[config.mk]
export PLATFORM = sky130hd
export DESIGN_NAME = sprite_ram_arbiter
export DESIGN_NICKNAME = d
export VERILOG_FILES = /design/src/rtl/sprite_ram_pkg.sv /design/src/rtl/sprite_wbuf.sv /design/src/rtl/sprite_ram_arbiter.sv
export SDC_FILE = /design/constraint.sdc
export NUM_CORES = 1
export LEC_CHECK = 0
export ABC_CLOCK_PERIOD_IN_PS = 6300
export BUFFER_PORTS_ARGS = -buffer_cell sky130_fd_sc_hd__buf_4
export CAP_MARGIN = 10
export CELL_PAD_IN_SITES_DETAIL_PLACEMENT = 0
export CELL_PAD_IN_SITES_GLOBAL_PLACEMENT = 1
export CORE_ASPECT_RATIO = 1.5
export CORE_MARGIN = 2
export CORE_UTILIZATION = 39
export DETAILED_ROUTE_END_ITERATION = 16
export PLACE_DENSITY_LB_ADDON = 0.12
export SYNTH_ARGS = -nofsm -noshare
export SYNTH_HDL_FRONTEND = slang
export SYNTH_SLANG_ARGS = --single-unit
[constraint.sdc]
create_clock -name clk -period 6.3 [get_ports clk]
set_clock_uncertainty 0.15 [all_clocks]
set_input_delay 0.945 -clock clk [delete_from_list [all_inputs] [get_ports clk]]
set_output_delay 0.945 -clock clk [all_outputs]
set_load 0.1 [all_outputs]
[src/rtl/sprite_ram_pkg.sv]
// Shared types and default geometry for the sprite attribute RAM arbiter.
package sprite_ram_pkg;

    localparam int DEF_AW = 6;
    localparam int DEF_DW = 16;

    typedef enum logic [1:0] {
        IDLE    = 2'd0,
        RD_WAIT = 2'd1,
        ACK     = 2'd2
    } arb_state_t;

endpackage

[src/rtl/sprite_wbuf.sv]
// One-entry posted write buffer for CPU writes into the sprite attribute RAM.
module sprite_wbuf
    import sprite_ram_pkg::*;
#(
    parameter int AW = DEF_AW,
    parameter int DW = DEF_DW
) (
    input  logic          clk,
    input  logic          reset,
    input  logic          load,
    input  logic          drain,
    input  logic [AW-1:0] ld_addr,
    input  logic [DW-1:0] ld_data,
    input  logic [AW-1:0] cmp_addr,
    output logic          valid,
    output logic [AW-1:0] addr,
    output logic [DW-1:0] data,
    output logic          hit
);

    // A load in the same cycle as a drain refills the entry, so valid stays set.
    always_ff @(posedge clk or negedge reset) begin
        if (!reset) begin
            valid <= 1'b0;
        end else if (load) begin
            valid <= 1'b1;
        end else if (drain) begin
            valid <= 1'b0;
        end
    end

    always_ff @(posedge clk) begin
        if (load) begin
            addr <= ld_addr;
            data <= ld_data;
        end
    end

    assign hit = valid && (addr == cmp_addr);

endmodule

[src/rtl/sprite_ram_arbiter.sv]
// Shares the single-port sprite RAM between the renderer (always first) and the CPU port.
module sprite_ram_arbiter
    import sprite_ram_pkg::*;
#(
    parameter int AW = DEF_AW,
    parameter int DW = DEF_DW
) (
    input  logic          clk,
    input  logic          reset,
    input  logic          vid_busy,
    input  logic [AW-1:0] vid_addr,
    input  logic          cpu_req,
    input  logic          cpu_we,
    input  logic [AW-1:0] cpu_addr,
    input  logic [DW-1:0] cpu_wdata,
    output logic          cpu_ack,
    output logic [DW-1:0] cpu_rdata,
    output logic [15:0]   cpu_wait_cnt,
    output logic [AW-1:0] ram_addr,
    output logic          ram_we,
    output logic [DW-1:0] ram_din,
    input  logic [DW-1:0] ram_dout
);

    function automatic logic [15:0] sat_inc(input logic [15:0] v);
        return (v == 16'hFFFF) ? v : v + 16'd1;
    endfunction

    arb_state_t    state;
    logic          wb_valid;
    logic [AW-1:0] wb_addr;
    logic [DW-1:0] wb_data;
    logic          wb_hit;
    logic          wb_drain;
    logic          wb_load;
    logic          rd_grant;
    logic          rd_fwd;
    logic          accept;

    sprite_wbuf #(.AW(AW), .DW(DW)) u_wbuf (
        .clk      (clk),
        .reset    (reset),
        .load     (wb_load),
        .drain    (wb_drain),
        .ld_addr  (cpu_addr),
        .ld_data  (cpu_wdata),
        .cmp_addr (cpu_addr),
        .valid    (wb_valid),
        .addr     (wb_addr),
        .data     (wb_data),
        .hit      (wb_hit)
    );

    always_comb begin
        wb_drain = !vid_busy && wb_valid;
        rd_grant = (state == IDLE) && cpu_req && !cpu_we && !vid_busy && !wb_valid;
        rd_fwd   = (state == IDLE) && cpu_req && !cpu_we && wb_hit;
        wb_load  = (state == IDLE) && cpu_req && cpu_we && (!wb_valid || wb_drain);
        accept   = wb_load || rd_fwd || rd_grant;
    end

    // Slot priority: renderer, then buffer drain, then CPU read issue, else park on renderer.
    always_comb begin
        ram_addr = vid_addr;
        ram_we   = 1'b0;
        ram_din  = wb_data;
        if (!vid_busy) begin
            if (wb_valid) begin
                ram_addr = wb_addr;
                ram_we   = 1'b1;
            end else if (rd_grant) begin
                ram_addr = cpu_addr;
            end
        end
    end

    always_ff @(posedge clk or negedge reset) begin
        if (!reset) begin
            state        <= IDLE;
            cpu_rdata    <= '0;
            cpu_wait_cnt <= '0;
        end else begin
            unique case (state)
                IDLE: begin
                    if (rd_fwd) begin
                        cpu_rdata <= wb_data;
                    end
                    if (accept) begin
                        state <= rd_grant ? RD_WAIT : ACK;
                    end else if (cpu_req) begin
                        cpu_wait_cnt <= sat_inc(cpu_wait_cnt);
                    end
                end
                // RAM latched the read address on the previous edge, so a renderer grab now is harmless.
                RD_WAIT: begin
                    cpu_rdata <= ram_dout;
                    state     <= ACK;
                end
                default: state <= IDLE;
            endcase
        end
    end

    assign cpu_ack = (state == ACK);

endmodule

==> impl_metrics.csv, run 1 <==
group,metric,value,unit
run_status,run_status,"complete, no violations",
setup_path,worst_r2r_path_depth,5,
power,p_per_area,429,nW/um^2
place,place.port_buffers,104,
sta,rsz0062_at_grt,"no",
place,dpl.hpwl,4560,um
finish,areaGrowthSynthToFinish,40.9,%
clocking,clkLatencyLatePin,320,ps
setup_path,cp_data_arrival_time,2680,ps
global_route,grt.overflow.total,0,
global_route,number_of_global_route_vias_before_repair,2036,
global_route,grt_util_all_layers,17.8,%
hold_path,min_delay_path_depth,2,
power,report.power.total,1.55,mW
sta,post-route-min-period,3770,ps
global_route,wire_length_of_the_first_global_routing_pass,9870,um
clocking,cts_max_level,3,
finish,fillcell_total,569,
place,dpl_cell_area,3410,um^2
floorplan,ioPinCount,105,
finish,finalNetCount,377,
synthesis,yosys_register_bits,57,
synthesis,synth.net_count,269,
route,detail_route.first_pass.iterations,4,
synthesis,yosysSeqAreaShare,59.9,%
sta,relSlewSlack,30.1,%
synthesis,synthDistinctLibCells,35,
power,peakVddDrop,0.160,mV
synthesis,syn-instance-count,219,
place,placed_cells_incl_taps,391,
clocking,buffer_levels_on_the_longest_clock_path,2,
clocking,path_clk_slew,70,ps
route,antenna_left,0,
clocking,cts_repair_resize_count,0,
clocking,tritoncts_num_sinks,57,
sta,slew_viol_final,0,
finish,insertedDiodeCount,0,
clocking,clk_root_buffer_cell,"clkbuf_8",
sta,finalHoldViolCount,0,
setup_path,regToRegSetupSlack,3500,ps
floorplan,die-width,70.2,um
synthesis,synth_top_area_cell,"dfrtp_1",
global_route,maximum_number_of_pins_on_one_net_before_global_route_repair,36,
setup_path,worstPathMaxFanout,21,
clocking,number_of_hold_buffers_added_after_cts,0,
sta,report.final.setup_viol,0,
power,cellLeakagePower,1.63,nW
clocking,cts_buffers,9,
global_route,grt_antenna_before_repair,0,
setup_path,cp.required,5200,ps
synthesis,post_synth.cell_area_avg,11.7,um^2
sta,totalNegativeSetupSlack,0,ps
route,wl_cell,15.1,um
setup_path,worstSetupStartpointType,"register",
floorplan,floorplan.initialDensity,39.8,%
route,route.final.wire_length,6160,um
floorplan,rows,36,
setup_path,crit_start,"state[0]",
setup_path,rr_startpoint,"state[0]",
setup_path,worstReg2RegEnd,"cpu_wait_cnt[1]",
route,drcViolationCount,0,
setup_path,crit_path_end_kind,"primary output",
hold_path,timing.hold.worst.class,"reg2reg",
sta,post-route-period-util,59.9,%
route,detail_route.vias_per_cell,4.96,
setup_path,timing.critical_path.to,"ram_addr[1]",
route,detail_route.iter0.violations,88,
finish,finish.instance_area,3610,um^2
clocking,clock_tree_from_tritoncts,"done",
place,gp_congestion,0.719,
route,num_vias,2022,
clocking,cts_setup_buffers,0,
synthesis,yosys_top_cell_area_share,34.2,%
synthesis,ranking_of_synthesized_cells_by_area,"dfrtp_1 (34%), edfxtp_1 (26%), mux2i_1 (6.2%), xor2_1 (3.8%), nand2_1 (3.7%)",
finish,layout.cells.most_common,"buf_4",
sta,pin_slew_with_the_least_headroom_to_its_limit,1050,ps
floorplan,die-height,103,um
finish,postLayoutCoreUtil,56.1,%
sta,upper_clock_frequency_limit,0.265,GHz
synthesis,yosysWarningCount,0,
finish,drive_gt1_share,37.7,%
job,maxCapViolCount,0,
floorplan,dieArea,7250,um^2
finish,most-common-layout-cells,"buf_4 (104), dfrtp_1 (35), nand2_1 (25), edfxtp_1 (22), o21ai_0 (18)",
finish,final-instance-count-excl-fill,408,
setup_path,criticalPathCategory,"reg2out",
floorplan,floorplan.core_area,6440,um^2
synthesis,synthesis.area,2560,um^2
power breakdown:
| part | leakage, nW | switching (mW) | internal (mW) |
|---|---|---|---|
| clock | 0.0920 | 0.141 | 0.180 |
| combinational | 0.879 | 0.579 | 0.149 |
| sequential | 0.654 | 0.0518 | 0.450 |
per-layer routing:
layer / track usage, % / up-vias / wire length [um]
met4: 7.69 / 0 / 99
met3: 4.94 / 6 / 342
met1: 19.8 / 933 / 2420
met5: 0 / - / 0
li1: - / 1013 / -
met2: 32.1 / 70 / 3300
flip-flops by register name, summed over array words and instances, names as in the netlist:
signal        cells
cpu_wait_cnt     16
cpu_rdata        16
u_wbuf.addr       6
u_wbuf.data      16
u_wbuf.valid      1
state             2
per-stage QoR:
step	hold WS (ps)	setup WS [ps]
finish	330	2530
global route	367	2210
CTS	339	2510
detailed placement	323	2800
global placement	317	2840
floorplan	310	1430
critical path, cell delays in order (launching register included):
cell and delay [ps]:
dfrtp_1 770, nor3b_1 410, nand2_1 240, nor2_1 320, a22oi_1 100, o21ai_0 190, buf_4 320
how the worst min path moves through the flow:
stage | start | endpoint | slack, ps
final | cpu_rdata[5] | cpu_rdata[5] | 330
after detailed placement | cpu_rdata[5] | cpu_rdata[5] | 320
after global placement | cpu_rdata[7] | cpu_rdata[7] | 320
after CTS | cpu_rdata[5] | cpu_rdata[5] | 340
after floorplan | state[1] | state[1] | 310
after global routing | cpu_rdata[9] | cpu_rdata[9] | 370
cell type report:
class                      instances  area (um^2)  area share (%)
clock buffer                      10          128            3.53
inverter                           4         15.0           0.416
sequential                        57         1540            42.5
clock inverter                     6         60.1            1.66
timing repair buffer             105          796            22.0
multi-input combinational        150          983            27.2
tap                               76         95.1            2.63
cells in the mapped netlist:
library cell,count
a211oi_2,1
a21oi_1,4
a22oi_1,10
a41o_1,1
and3_1,2
and4_1,2
buf_1,1
buf_2,1
clkbuf_1,6
dfrtp_1,35
edfxtp_1,22
ha_1,1
inv_1,4
mux2_1,2
mux2_2,1
mux2i_1,16
nand2_1,25
nand2b_1,2
nand3_1,7
nand4_1,3
nor2_1,6
nor2b_1,3
nor3_1,10
nor3b_1,3
nor4b_1,1
o211ai_2,1
o21a_1,1
o21ai_0,18
o21ai_1,8
o21bai_1,1
o32a_1,1
or3b_4,1
or4_1,1
xnor2_1,7
xor2_1,11
cell families after synthesis:
kind of cell | count (synthesis) | synth area share, %
buffers and inverters | 12 | 1.81
muxes | 19 | 7.56
xor gates and xnor gates | 18 | 6.15
AOI/OAI and AO/OA | 46 | 11.1
DFF | 57 | 59.9
adders and majority gates | 1 | 0.488
and+or+nand+nor | 66 | 12.9
Power figures use the tool's default switching activity.
==> run 2: changes to the inputs <==
--- a/config.mk
+++ b/config.mk
@@ -5,14 +5,14 @@
 export SDC_FILE = /design/constraint.sdc
 export NUM_CORES = 1
 export LEC_CHECK = 0
-export ABC_CLOCK_PERIOD_IN_PS = 6300
+export ABC_CLOCK_PERIOD_IN_PS = 3100
 export BUFFER_PORTS_ARGS = -buffer_cell sky130_fd_sc_hd__buf_4
 export CAP_MARGIN = 10
 export CELL_PAD_IN_SITES_DETAIL_PLACEMENT = 0
 export CELL_PAD_IN_SITES_GLOBAL_PLACEMENT = 1
 export CORE_ASPECT_RATIO = 1.5
 export CORE_MARGIN = 2
-export CORE_UTILIZATION = 39
+export CORE_UTILIZATION = 33
 export DETAILED_ROUTE_END_ITERATION = 16
 export PLACE_DENSITY_LB_ADDON = 0.12
 export SYNTH_ARGS = -nofsm -noshare
==> constraint.sdc (replaced) <==
create_clock -name clk -period 3.1 [get_ports clk]
set_clock_uncertainty 0.15 [all_clocks]
set_input_delay 0.465 -clock clk [delete_from_list [all_inputs] [get_ports clk]]
set_output_delay 0.465 -clock clk [all_outputs]
set_load 0.1 [all_outputs]
==> impl_metrics.csv, run 2 (synthesis gave the netlist of run 1 again) <==
group,metric,value,unit
sta,pin_slew_with_the_least_headroom_to_its_limit,1000,ps
setup_path,cp_data_arrival_time,2100,ps
floorplan,floorplan.core_area,7560,um^2
sta,slew_viol_final,0,
global_route,grt_util_all_layers,15.2,%
sta,finalHoldViolCount,0,
power,peakVddDrop,0.872,mV
setup_path,worstSetupStartpointType,"register",
clocking,path_clk_slew,50,ps
global_route,grt.overflow.total,0,
clocking,cts_buffers,9,
setup_path,cp.required,2480,ps
route,detail_route.vias_per_cell,4.77,
hold_path,timing.hold.worst.class,"in2reg",
sta,post-route-period-util,87.5,%
finish,finish.instance_area,3770,um^2
setup_path,worstPathMaxFanout,8,
sta,report.final.setup_viol,0,
job,maxCapViolCount,0,
sta,rsz0062_at_grt,"no",
clocking,clkLatencyLatePin,320,ps
clocking,clock_tree_from_tritoncts,"done",
clocking,buffer_levels_on_the_longest_clock_path,2,
floorplan,ioPinCount,105,
run_status,run_status,"complete, no violations",
route,drcViolationCount,0,
route,antenna_left,0,
floorplan,rows,39,
global_route,wire_length_of_the_first_global_routing_pass,10100,um
floorplan,dieArea,8500,um^2
clocking,clk_root_buffer_cell,"clkbuf_16",
place,gp_congestion,0.813,
route,route.final.wire_length,6130,um
place,place.port_buffers,104,
finish,finalNetCount,380,
sta,totalNegativeSetupSlack,0,ps
setup_path,criticalPathCategory,"reg2out",
sta,relSlewSlack,33.2,%
route,detail_route.iter0.violations,86,
finish,final-instance-count-excl-fill,437,
place,dpl_cell_area,3470,um^2
finish,areaGrowthSynthToFinish,47.1,%
route,detail_route.first_pass.iterations,4,
route,num_vias,2084,
sta,post-route-min-period,2710,ps
finish,layout.cells.most_common,"buf_4",
global_route,maximum_number_of_pins_on_one_net_before_global_route_repair,36,
finish,fillcell_total,719,
floorplan,floorplan.initialDensity,33.9,%
power,cellLeakagePower,1.69,nW
floorplan,die-width,76.0,um
place,placed_cells_incl_taps,420,
finish,postLayoutCoreUtil,49.9,%
finish,drive_gt1_share,38.2,%
setup_path,crit_path_end_kind,"primary output",
place,dpl.hpwl,4500,um
global_route,number_of_global_route_vias_before_repair,2046,
floorplan,die-height,112,um
power,p_per_area,917,nW/um^2
finish,most-common-layout-cells,"buf_4 (107), dfrtp_1 (35), nand2_1 (25), edfxtp_1 (22), mux2i_1 (16)",
sta,holdWs,165,ps
finish,reg_top3,"cpu_rdata (16), cpu_wait_cnt (16), u_wbuf.data (16)",
finish,insertedDiodeCount,0,
clocking,tritoncts_num_sinks,57,
clocking,cts_repair_resize_count,0,
sta,upper_clock_frequency_limit,0.369,GHz
clocking,cts_max_level,3,
global_route,grt_antenna_before_repair,0,
route,wl_cell,14.0,um
-- run 2: cell count changes in the layout (fill, tap and decap cells not counted), sizes merged --
cell | before | now
clkinv | 3 | 4
dlygate4sd3 | 0 | 1
buf | 105 | 107
clkinvlp | 2 | 1
-- run 2: cell type report --
cell class	count	area (um^2)	area share, %
repair buffers	108	813	21.6
flip-flops and latches	57	1540	40.7
well taps	102	128	3.38
multi-input cells	150	983	26.1
inverters	4	15.0	0.398
clock buffers	10	239	6.33
clock inverters	6	57.6	1.53
-- run 2: worst paths after layout --
| kind | start | to | slack, ps | cells after the start |
|---|---|---|---|---|
| setup / recovery | state[1] | ram_addr[5] | 390 | 6 |
| hold / removal | cpu_wdata[2] | u_wbuf.data[2] | 160 | 1 |
| setup reg to reg | u_wbuf.valid | cpu_wait_cnt[1] | 670 | 5 |
| hold reg to reg | cpu_rdata[9] | cpu_rdata[9] | 330 | 2 |
| max in group asynchronous | reset | cpu_wait_cnt[2] | 1980 | 2 |
| min in group asynchronous | reset | cpu_rdata[1] | 490 | 2 |
-- run 2: metrics by stage --
stage | setup slack [ps] | total power [mW]
global route | 163 | 3.59
global placement | 607 | 2.52
CTS | 355 | 3.50
detailed placement | 582 | 2.52
floorplan | -379 | 2.17
finish | 388 | 3.46
-- run 2: worst max-delay path: stages (launching register included) --
cell and delay (ps):
dfrtp_1 420, nor3b_1 250, nand2_1 220, nor2_1 310
a22oi_1 110, o21ai_1 150, buf_4 310
-- run 2: metal layers --
metal / GRT usage [%] / wire, um
met1: 18.2 / 2540
met2: 25.2 / 3140
met3: 2.84 / 269
met4: 9.45 / 179
met5: 0 / 0
-- run 2: where the power goes --
part / switching [mW] / leakage, nW / internal, mW
combinational: 1.18 / 0.892 / 0.305
sequential: 0.0987 / 0.654 / 0.917
clock: 0.323 / 0.148 / 0.636
-- run 2: timing repair --
item | 4_1_cts | 5_1_grt
hold buffers | 1 | 0
buffers inserted | 0 | 0
endpoints found under the hold margin | 35 | 0
